<file path="config.mk">
export PLATFORM = sky130hd
export DESIGN_NAME = rdata_src_arbiter
export DESIGN_NICKNAME = d
export VERILOG_FILES = /design/src/rtl/rdata_src_arbiter.sv
export SDC_FILE = /design/constraint.sdc
export NUM_CORES = 1
export LEC_CHECK = 0
export ABC_AREA = 1
export CORE_AREA = 2 2 159 161
export DETAILED_ROUTE_END_ITERATION = 7
export DIE_AREA = 0 0 161 163
export PLACE_DENSITY_LB_ADDON = 0.2
export SLEW_MARGIN = 20
export SYNTH_ARGS = -nofsm -noshare
export SYNTH_HDL_FRONTEND = slang
export SYNTH_SLANG_ARGS = --single-unit
export TNS_END_PERCENT = 10
</file>
<file path="constraint.sdc">
create_clock -name clk -period 2.45 [get_ports clk]
set_clock_uncertainty 0.2 [all_clocks]
set_input_delay 0.49 -clock clk [delete_from_list [all_inputs] [get_ports clk]]
set_output_delay 0.49 -clock clk [all_outputs]
set_load 0.05 [all_outputs]
</file>
<file path="src/rtl/rdata_src_arbiter.sv">
// rdata_src_arbiter
//   Shares the read-data-channel subordinate (rdata_chan_subo) between NSRC memory-side
//   sources. Each source raises a level request carrying one DW-bit line and its AXI id.
//   One source is granted, and its line and id are latched and held toward the subordinate
//   until finish_rdata_s arrives. The winner then receives a one-cycle src_done pulse.
//
// Ports
//   clk, rst_n       clock, asynchronous active-low reset
//   src_valid[i]     level request from source i, held until its own src_done
//   src_id/src_data  per-source id/line, slice i = [i*IDW +: IDW] / [i*DW +: DW]
//   src_done[i]      one-cycle pulse to the granted source once its line is fully sent
//   rdata_s_valid    level request toward rdata_chan_subo
//   rdata_s_id/data  latched id/line of the granted source, stable for the whole burst
//   finish_rdata_s   one-cycle pulse from rdata_chan_subo: last beat accepted
//   grant_idx        index of the current/last granted source
//   err_tmo          sticky watchdog flag, set when a burst stays busy too long
//
// All outputs are registered; nothing from src_* or finish_rdata_s reaches an output
// combinationally.

module rdata_src_arbiter #(
   parameter int NSRC       = 2,
   parameter int IDW        = 4,
   parameter int DW         = 128,
   parameter int FIXED_PRIO = 0,
   parameter int TMO_W      = 10,
   parameter int TMO_EN     = 1
) (
   input  logic                 clk,
   input  logic                 rst_n,
   input  logic [NSRC-1:0]      src_valid,
   input  logic [NSRC*IDW-1:0]  src_id,
   input  logic [NSRC*DW-1:0]   src_data,
   output logic [NSRC-1:0]      src_done,
   output logic                 rdata_s_valid,
   output logic [IDW-1:0]       rdata_s_id,
   output logic [DW-1:0]        rdata_s_data,
   input  logic                 finish_rdata_s,
   output logic [1:0]           grant_idx,
   output logic                 err_tmo
);

   typedef enum logic [1:0] {
      IDLE = 2'd0,
      BUSY = 2'd1,
      DONE = 2'd2
   } state_t;

   state_t          state;
   state_t          state_nxt;

   // Round-robin search start: one past the last winner, 0 after reset.
   logic [1:0]      rr_ptr;
   logic [1:0]      rr_nxt;

   logic [1:0]      win_idx;
   logic            win_vld;
   logic [NSRC-1:0] done_vec;

   //------------------------------------------------------------------
   // Winner selection.
   // Offsets are scanned from the farthest to the nearest so that the
   // last assignment made is the first requester found from the search
   // start; this avoids a loop break. Fixed priority simply starts at 0.
   //------------------------------------------------------------------
   always_comb begin
      int start;
      int idx;
      win_idx = 2'd0;
      win_vld = 1'b0;
      start   = (FIXED_PRIO != 0) ? 0 : int'(rr_ptr);
      idx     = 0;
      for (int k = NSRC - 1; k >= 0; k--) begin
         idx = start + k;
         if (idx >= NSRC) begin
            idx = idx - NSRC;
         end
         if (src_valid[idx]) begin
            win_idx = 2'(idx);
            win_vld = 1'b1;
         end
      end
   end

   // Pointer that will be in force after a grant to win_idx (modulo NSRC).
   always_comb begin
      rr_nxt = 2'd0;
      if (int'(win_idx) != NSRC - 1) begin
         rr_nxt = win_idx + 2'd1;
      end
   end

   // One-hot done vector addressed by the held grant index.
   always_comb begin
      done_vec = '0;
      for (int i = 0; i < NSRC; i++) begin
         done_vec[i] = (grant_idx == 2'(i));
      end
   end

   //------------------------------------------------------------------
   // FSM
   //------------------------------------------------------------------
   always_ff @(posedge clk or negedge rst_n) begin
      if (!rst_n) begin
         state <= IDLE;
      end else begin
         state <= state_nxt;
      end
   end

   always_comb begin
      state_nxt = IDLE;
      case (state)
         IDLE:    state_nxt = win_vld ? BUSY : IDLE;
         BUSY:    state_nxt = finish_rdata_s ? DONE : BUSY;
         DONE:    state_nxt = IDLE;
         default: state_nxt = IDLE;
      endcase
   end

   //------------------------------------------------------------------
   // Registered outputs and grant bookkeeping.
   // The line/id are captured once at grant time and never touched again
   // until the next grant, so source-side changes during a burst cannot
   // leak through. finish_rdata_s is only honoured in BUSY.
   //------------------------------------------------------------------
   always_ff @(posedge clk or negedge rst_n) begin
      if (!rst_n) begin
         rdata_s_valid <= 1'b0;
         rdata_s_id    <= '0;
         rdata_s_data  <= '0;
         src_done      <= '0;
         grant_idx     <= 2'd0;
         rr_ptr        <= 2'd0;
      end else begin
         src_done <= '0;
         case (state)
            IDLE: begin
               if (win_vld) begin
                  rdata_s_valid <= 1'b1;
                  rdata_s_id    <= src_id[int'(win_idx)*IDW +: IDW];
                  rdata_s_data  <= src_data[int'(win_idx)*DW +: DW];
                  grant_idx     <= win_idx;
                  if (FIXED_PRIO == 0) begin
                     rr_ptr <= rr_nxt;
                  end
               end
            end
            BUSY: begin
               if (finish_rdata_s) begin
                  rdata_s_valid <= 1'b0;
                  src_done      <= done_vec;
               end
            end
            default: begin
               rdata_s_valid <= 1'b0;
            end
         endcase
      end
   end

   //------------------------------------------------------------------
   // Busy watchdog.
   // wd_cnt holds the number of completed BUSY cycles of the current
   // burst and saturates at all-ones; err_tmo is raised on the same edge
   // the count reaches all-ones. It only reports: the burst is not aborted.
   //------------------------------------------------------------------
   if (TMO_EN != 0) begin : g_wdog
      localparam logic [TMO_W-1:0] WD_ONE = 1;
      localparam logic [TMO_W-1:0] WD_MAX = '1;
      localparam logic [TMO_W-1:0] WD_PRE = WD_MAX - WD_ONE;

      logic [TMO_W-1:0] wd_cnt;

      always_ff @(posedge clk or negedge rst_n) begin
         if (!rst_n) begin
            wd_cnt  <= '0;
            err_tmo <= 1'b0;
         end else if (state == IDLE && win_vld) begin
            wd_cnt <= '0;
         end else if (state == BUSY && wd_cnt != WD_MAX) begin
            wd_cnt <= wd_cnt + WD_ONE;
            if (wd_cnt == WD_PRE) begin
               err_tmo <= 1'b1;
            end
         end
      end
   end else begin : g_no_wdog
      assign err_tmo = 1'b0;
   end

endmodule

</file>
==> metrics.log, run 1 <==
INFO  metric status = finished, final reports clean
INFO  metric max-slew-margin-rel = 0.6144
INFO  metric critical_path.endpoint_type = output pin
INFO  metric synth_cell_type_count = 24
INFO  metric cellLeakagePower = 5.107 nW
INFO  metric floorplan.initialDensity = 0.2808
INFO  metric detailroute.via_count = between 7k and 8k
INFO  metric setup_viol = 0
INFO  metric total_power_density_per_cell_area = between 1000 and 1500 nW/um^2
INFO  metric synth-edff-count = 0
INFO  metric clock_input_transition_at_the_sequential_cells_of_the_worst_setup_and_hold_paths = 0.06 ns
INFO  metric cts_buffers = 17
INFO  metric worstSetupStartpointType = flop
INFO  metric max_clock_freq = roughly 420 MHz
INFO  metric global_route_wire_length_before_repair = roughly 42,000 um
INFO  metric yosys_synthesis_warning_count = 0
INFO  metric ys_seq_area_frac = 0.5489
INFO  metric worstHoldPathType = reg -> reg
INFO  metric critical-path-top-delay-family = buffers and inverters
INFO  metric vias_in_the_first_global_route = ~7.5k
INFO  metric internal_power = 8.780 mW
INFO  metric drc_errors = 0
INFO  metric cts_tree = yes
INFO  metric worst_pin_slew = 0.5765 ns
INFO  metric synth.largest_area_cell = dfrtp_1
INFO  metric worstPathBufferInverterCount = 1
INFO  metric power.share.switching = 0.4928
INFO  metric dp_hpwl = a little under 20,000 um
INFO  metric max-cap-violations = 0
INFO  metric worst-endpoint-arrival = ~1.7 ns
INFO  metric synth_top_cell_area_share = 0.5489
INFO  metric design.die.area = 26,240 sq um
INFO  metric holdBufCountCts = 1
INFO  metric core_area = approximately 25,000 sq um
INFO  metric critPathKind = reg -> out
INFO  metric path_max_fanout = 2
INFO  metric totalNegativeSetupSlack = 0 ns
INFO  metric syn-mean-instance-area = approximately 8.2 sq um
INFO  metric area_delta_synth_final = 76.11%
INFO  metric ir_drop = slightly above 0.0006 V
INFO  metric placement_rows = 58
INFO  metric share_of_async_settable_or_async_resettable_flops_after_synthesis = 1.000
INFO  metric synth_area = roughly 7000 sq um
INFO  metric drt_wl_total = roughly 27,000 um
INFO  metric cpPeakStageDelay = between 0.8 and 0.9 ns
INFO  metric clk_root_buffer_cell = clkbuf_16
INFO  metric sequentialPowerShare = 0.253
INFO  metric total_power = around 17 mW
INFO  metric buffers_inserted_by_post_cts_timing_repair = 0
INFO  metric drv_slew = 0
INFO  metric synth.ff_latch_count = approximately 150
INFO  metric drt.antenna.violating_nets = 0
INFO  metric post_cts.resized_instances = 0
INFO  metric detail_route.vias_per_cell = about 4.6
INFO  metric mapped_cells = 840
INFO  metric rsz_0062_raised_after_global_routing = false
INFO  metric most_common_library_cells_after_synthesis = 168 x o21ai_1, 167 x nand2_1, 152 x dfrtp_1
INFO  metric multi_input_comb_area = around 2700 sq um
INFO  metric critical_path.slowest_cell = clkdlybuf4s50_1
INFO  metric synth_top_cells_by_area = dfrtp_1 55%, o21ai_1 12%, nand2_1 9.0%, nor2_1 7.6%, o21ai_0 7.1%
INFO  metric timing.final.crit_period = approximately 2.4 ns
INFO  metric netSwitchingPower = about 8.5 mW
INFO  metric mappedNetlistNets = between 1k and 1.5k
INFO  metric synthMostInstantiatedCell = o21ai_1
INFO  metric post_route_cells_drive_above_1_share = 0.05901
INFO  metric final-hold-violation-count = 0
INFO  metric fin_crit_sh = 0.9670
INFO  metric count_of_boundary_i_o_pins = 407
INFO  metric count_of_clock_tree_sinks = 152
INFO  metric grtUsageTotal = 0.2023
INFO  metric area.sequential = ~3800 sq um
INFO  metric num_antenna_cells = 0
INFO  metric required_time_of_the_critical_path = roughly 1.8 ns
INFO  metric antenna_found_initial = 0
INFO  metric drtPass1Iterations = 4
INFO  metric largest_net_degree_at_the_start_of_global_routing = 66
INFO  metric die_h = around 160 um
INFO  metric globalplace.congestion = 0.8004
INFO  metric worst_skew_pair.late_latency = between 0.4 and 0.5 ns
INFO  metric grt.overflow.total = 0
INFO  metric io_buffer_count = 406
INFO  metric routed_wire_per_std_cell = approximately 17 um
INFO  metric initialDrtViolationCount = about 420
INFO  metric dominantRegCellSynth = dfrtp_1
INFO  metric postLayoutCoreUtil = 0.4946
INFO  metric clock_power_share = 0.161
INFO  metric die_width = approximately 160 um
INFO  metric comb_power_share = 0.586
INFO  metric ctsHtreeMaxLevel = 4
INFO  metric cts.path.max_buffers = 2
INFO  metric cp_cell_sequence = clkdlybuf4s50_1
INFO  metric final_net_count = 1,513
INFO  metric fill_cell_instance_count_of_the_final_layout = roughly 2.4k
==> cells in the final DEF (no fill, tap or decap) <==
cell type and n:
or2_2 2, inv_2 2, inv_8 1, o21ai_4 1
bufinv_16 3, nand3b_1 1, clkbuf_1 1, buf_12 18
clkinv_4 1, clkinvlp_4 4, o21a_1 1, nand2_1 167
o21ai_1 168, clkbuf_8 1, clkdlybuf4s50_1 404, inv_4 2
xor2_1 3, a21oi_4 1, o22ai_1 1, inv_1 17
buf_4 16, buf_6 1, dlygate4sd3_1 1, clkbuf_16 17
o211ai_1 2, o21ai_0 98, dfrtp_1 152, nand3_1 9
o21bai_1 2, clkinv_2 1, nor4_1 2, ha_1 2
inv_6 3, nor2_1 141, nand4_1 8
==> registers in the layout, summed over array words and instances, names as in the netlist, 2 cells and up <==
| register | count |
|---|---|
| state | 2 |
| rdata_s_data | 128 |
| rr_ptr | 2 |
| rdata_s_id | 4 |
| grant_idx | 2 |
| g_wdog.wd_cnt | 10 |
| src_done | 2 |
==> logic make-up after synthesis <==
family,count (synthesis),synth area share
fa+ha+maj,2,0.003611
buf+inv,79,0.05526
simple gates,330,0.1853
flops,152,0.5489
compound gates,274,0.2031
xor+xnor,3,0.003793
==> worst paths after layout <==
path,from,endpoint,slack [ns],depth (start not counted)
min in group asynchronous,rst_n,rdata_s_data[15],0.37,2
worst max-delay path,rdata_s_data[110],rdata_s_data[110],0.08,1
worst max register to register,g_wdog.wd_cnt[1],g_wdog.wd_cnt[5],0.53,9
worst min-delay path,rr_ptr[1],rr_ptr[1],0.28,2
max in group asynchronous,rst_n,rdata_s_data[41],1.06,3
worst min register to register,rr_ptr[1],rr_ptr[1],0.28,2
==> metrics by stage <==
stage               hold WS [ns]  std cells  instance area [sq um]  setup slack, ns
floorplan              -0.005591        840                   6929           0.8109
CTS                       0.2887       1584                  12200          0.05713
finish                    0.2838       1584                  12200          0.08089
global placement          0.2641       1552                  11580           0.1614
detailed placement        0.2698       1552                  11580          0.09526
global route              0.3079       1584                  12200          0.04021
==> metal layers <==
layer / global-route usage / wire length (um) / vias up
met5: 0 / 0 / -
li1: - / - / 3586
met1: 0.2457 / 11020 / 3437
met2: 0.3449 / 13160 / 230
met4: 0.06818 / 619 / 0
met3: 0.05882 / 1842 / 33
==> worst min-delay path: stages (launching register included) <==
cell and delay, ns:
dfrtp_1 0.35, nand2_1 0.06, nand2_1 0.05
==> power by group through the flow <==
stage | Clock, mW | Sequential [mW] | Combinational, mW
after floorplan | 0 | 8.28 | 2.41
after global placement | 0 | 4.38 | 10.2
after detailed placement | 0 | 4.41 | 10.2
after CTS | 2.87 | 4.39 | 10.2
after global routing | 2.97 | 4.55 | 10.8
final | 2.78 | 4.39 | 10.1
==> cell type report <==
| cell class | instances | share of cell area |
|---|---|---|
| flip-flops and latches | 152 | 0.3117 |
| repair buffers | 440 | 0.3725 |
| multi-input cells | 609 | 0.2248 |
| well taps | 330 | 0.03384 |
| clock buffers | 19 | 0.03630 |
| clock inverters | 12 | 0.01364 |
| inverters | 22 | 0.007280 |
Power figures use the tool's default switching activity.
==> inputs of run 2 (changes only) <==
--- a/config.mk
+++ b/config.mk
@@ -10,7 +10,7 @@
 export DETAILED_ROUTE_END_ITERATION = 7
 export DIE_AREA = 0 0 161 163
 export PLACE_DENSITY_LB_ADDON = 0.2
-export SLEW_MARGIN = 20
+export SLEW_MARGIN = 0
 export SYNTH_ARGS = -nofsm -noshare
 export SYNTH_HDL_FRONTEND = slang
 export SYNTH_SLANG_ARGS = --single-unit
==> results of run 2 <==
Same layout as run 1: the final DEF is identical, and so are final timing and power.
==> inputs of run 3 (changes only) <==
--- a/config.mk
+++ b/config.mk
@@ -9,8 +9,9 @@
 export CORE_AREA = 2 2 159 161
 export DETAILED_ROUTE_END_ITERATION = 7
 export DIE_AREA = 0 0 161 163
+export MAX_ROUTING_LAYER = met4
 export PLACE_DENSITY_LB_ADDON = 0.2
-export SLEW_MARGIN = 0
+export SLEW_MARGIN = 10
 export SYNTH_ARGS = -nofsm -noshare
 export SYNTH_HDL_FRONTEND = slang
 export SYNTH_SLANG_ARGS = --single-unit
==> run 3 against run 2 <==
Count of clock-buffer cells in the layout unchanged. First-iteration DRC count increased by 3.3%. Sequential power about the same. Critical path type unchanged.
==> metrics.log, run 3 (synthesis gave the netlist of run 1 again) <==
INFO  metric status = finished, final reports clean
INFO  metric drt.antenna.violating_nets = 0
INFO  metric final-hold-violation-count = 0
INFO  metric count_of_boundary_i_o_pins = a little over 400
INFO  metric floorplan.initialDensity = 0.2808
INFO  metric required_time_of_the_critical_path = around 1.8 ns
INFO  metric total_power_density_per_cell_area = approximately 1400 nW/um^2
INFO  metric post_route_cells_drive_above_1_share = 0.05901
INFO  metric clock_input_transition_at_the_sequential_cells_of_the_worst_setup_and_hold_paths = 0.07 ns
INFO  metric multi_input_comb_area = ~2700 sq um
INFO  metric ctsHtreeMaxLevel = 4
INFO  metric max-cap-violations = 0
INFO  metric clk_root_buffer_cell = clkbuf_16
INFO  metric initialDrtViolationCount = about 440
INFO  metric drt_wl_total = between 20,000 and 30,000 um
INFO  metric critical-path-top-delay-family = buffers and inverters
INFO  metric core_area = approximately 25,000 sq um
INFO  metric cts_buffers = 17
INFO  metric max-slew-margin-rel = 0.6104
INFO  metric dp_hpwl = 19,370 um
INFO  metric worstHoldPathType = reg -> reg
INFO  metric most-common-layout-cells = 404 x clkdlybuf4s50_1, 168 x o21ai_1, 167 x nand2_1, 152 x dfrtp_1, 141 x nor2_1
INFO  metric globalplace.congestion = 0.8119
INFO  metric area.sequential = 3804 sq um
INFO  metric global_route_wire_length_before_repair = 41,460 um
INFO  metric drv_slew = 0
INFO  metric post_cts.resized_instances = 0
INFO  metric rsz_0062_raised_after_global_routing = false
INFO  metric critPathKind = reg -> out
INFO  metric cellLeakagePower = 5.107 nW
INFO  metric critical_path.slowest_cell = clkdlybuf4s50_1
INFO  metric fin_crit_sh = 0.9659
INFO  metric buffers_inserted_by_post_cts_timing_repair = 0
INFO  metric worst_skew_pair.late_latency = 0.42 ns
INFO  metric largest_net_degree_at_the_start_of_global_routing = 66
INFO  metric antenna_found_initial = 0
INFO  metric worstPathBufferInverterCount = 1
INFO  metric max_clock_freq = between 400 and 500 MHz
INFO  metric regToRegSetupSlack = 0.53 ns
INFO  metric worstSetupStartpointType = flop
INFO  metric routed_wire_per_std_cell = around 17 um
INFO  metric top_regs = rdata_s_data: 128 flops, g_wdog.wd_cnt: 10 flops, rdata_s_id: 4 flops
INFO  metric setup_viol = 0
INFO  metric grt.overflow.total = 0
INFO  metric num_antenna_cells = 0
INFO  metric max_ffs_per_register = roughly 130
INFO  metric io_buffer_count = between 400 and 500
INFO  metric critical_path.endpoint_type = output pin
INFO  metric timing.final.crit_period = about 2.4 ns
INFO  metric worst-endpoint-arrival = approximately 1.7 ns
INFO  metric totalNegativeSetupSlack = 0 ns
INFO  metric design.die.area = between 20,000 and 30,000 sq um
INFO  metric count_of_clock_tree_sinks = roughly 150
INFO  metric cpPeakStageDelay = approximately 0.86 ns
INFO  metric area_delta_synth_final = 76.11%
INFO  metric path_max_fanout = 2
INFO  metric die_width = around 160 um
INFO  metric registers.top_by_ff_count = rdata_s_data
INFO  metric worst_pin_slew = 0.5825 ns
INFO  metric final_common_cell = clkdlybuf4s50_1
INFO  metric drc_errors = 0
INFO  metric die_h = 163 um
INFO  metric grtUsageTotal = 0.2086
INFO  metric cts.path.max_buffers = 2
INFO  metric detailroute.via_count = 7,352
INFO  metric tightest_hold_margin = 0.2837 ns
INFO  metric detail_route.vias_per_cell = about 4.6
INFO  metric cp_cell_sequence = clkdlybuf4s50_1
INFO  metric placement_rows = 58
INFO  metric vias_in_the_first_global_route = approximately 7.5k
INFO  metric ir_drop = 0.0006132 V
INFO  metric total_instance_count_after_detailed_placement = about 1.6k
INFO  metric final_net_count = 1,513
INFO  metric drtPass1Iterations = 4
INFO  metric post_layout_nonfiller_instances = about 1.6k
INFO  metric fill_cell_instance_count_of_the_final_layout = between 2k and 2.5k
INFO  metric cts_tree = yes
[run 3: final timing paths]
path                                        start  depth (start not counted)           endpoint
worst max-delay path            rdata_s_data[110]                          1  rdata_s_data[110]
worst min-delay path                    rr_ptr[1]                          2          rr_ptr[1]
worst max register to register   g_wdog.wd_cnt[1]                          9   g_wdog.wd_cnt[9]
worst min register to register          rr_ptr[1]                          2          rr_ptr[1]
max in group asynchronous                   rst_n                          3   rdata_s_data[41]
min in group asynchronous                   rst_n                          2   rdata_s_data[15]
[run 3: layout make-up]
cell class | count | area share
timing repair buffer | 440 | 0.3725
sequential | 152 | 0.3117
multi-input combinational | 609 | 0.2248
clock buffer | 19 | 0.03630
tap | 330 | 0.03384
clock inverter | 12 | 0.01364
inverter | 22 | 0.007280
[run 3: where the power goes]
group          switching [mW]  internal, mW  total [mW]  leakage [nW]
clock                    1.14          1.64        2.78         0.285
sequential              0.686          3.70        4.39          1.87
combinational            6.71          3.44        10.2          2.96
[run 3: repair_timing]
item	in CTS	in global routing
hold endpoints to repair	40	0
setup endpoints to repair	0	0
hold buffers	1	0
[run 3: metrics by stage]
step / power, mW / setup WS (ns) / cell area, sq um / util
final: 17.32 / 0.08347 / 12200 / 0.4946
after global routing: 18.32 / 0.04010 / 12200 / 0.4946
after CTS: 17.51 / 0.05713 / 12200 / 0.4946
after detailed placement: 14.64 / 0.09526 / 11580 / 0.4695
after global placement: 14.57 / 0.1614 / 11580 / 0.4695
after floorplan: 10.69 / 0.8109 / 6929 / -
[run 3: routing by layer]
metal / global-route usage / part of all wire / vias to the layer above
li1: - / - / 3587
met1: 0.2563 / 0.43 / 3476
met2: 0.3445 / 0.49 / 256
met3: 0.04354 / 0.055 / 33
met4: 0.06818 / 0.023 / 0
met5: - / 0 / -
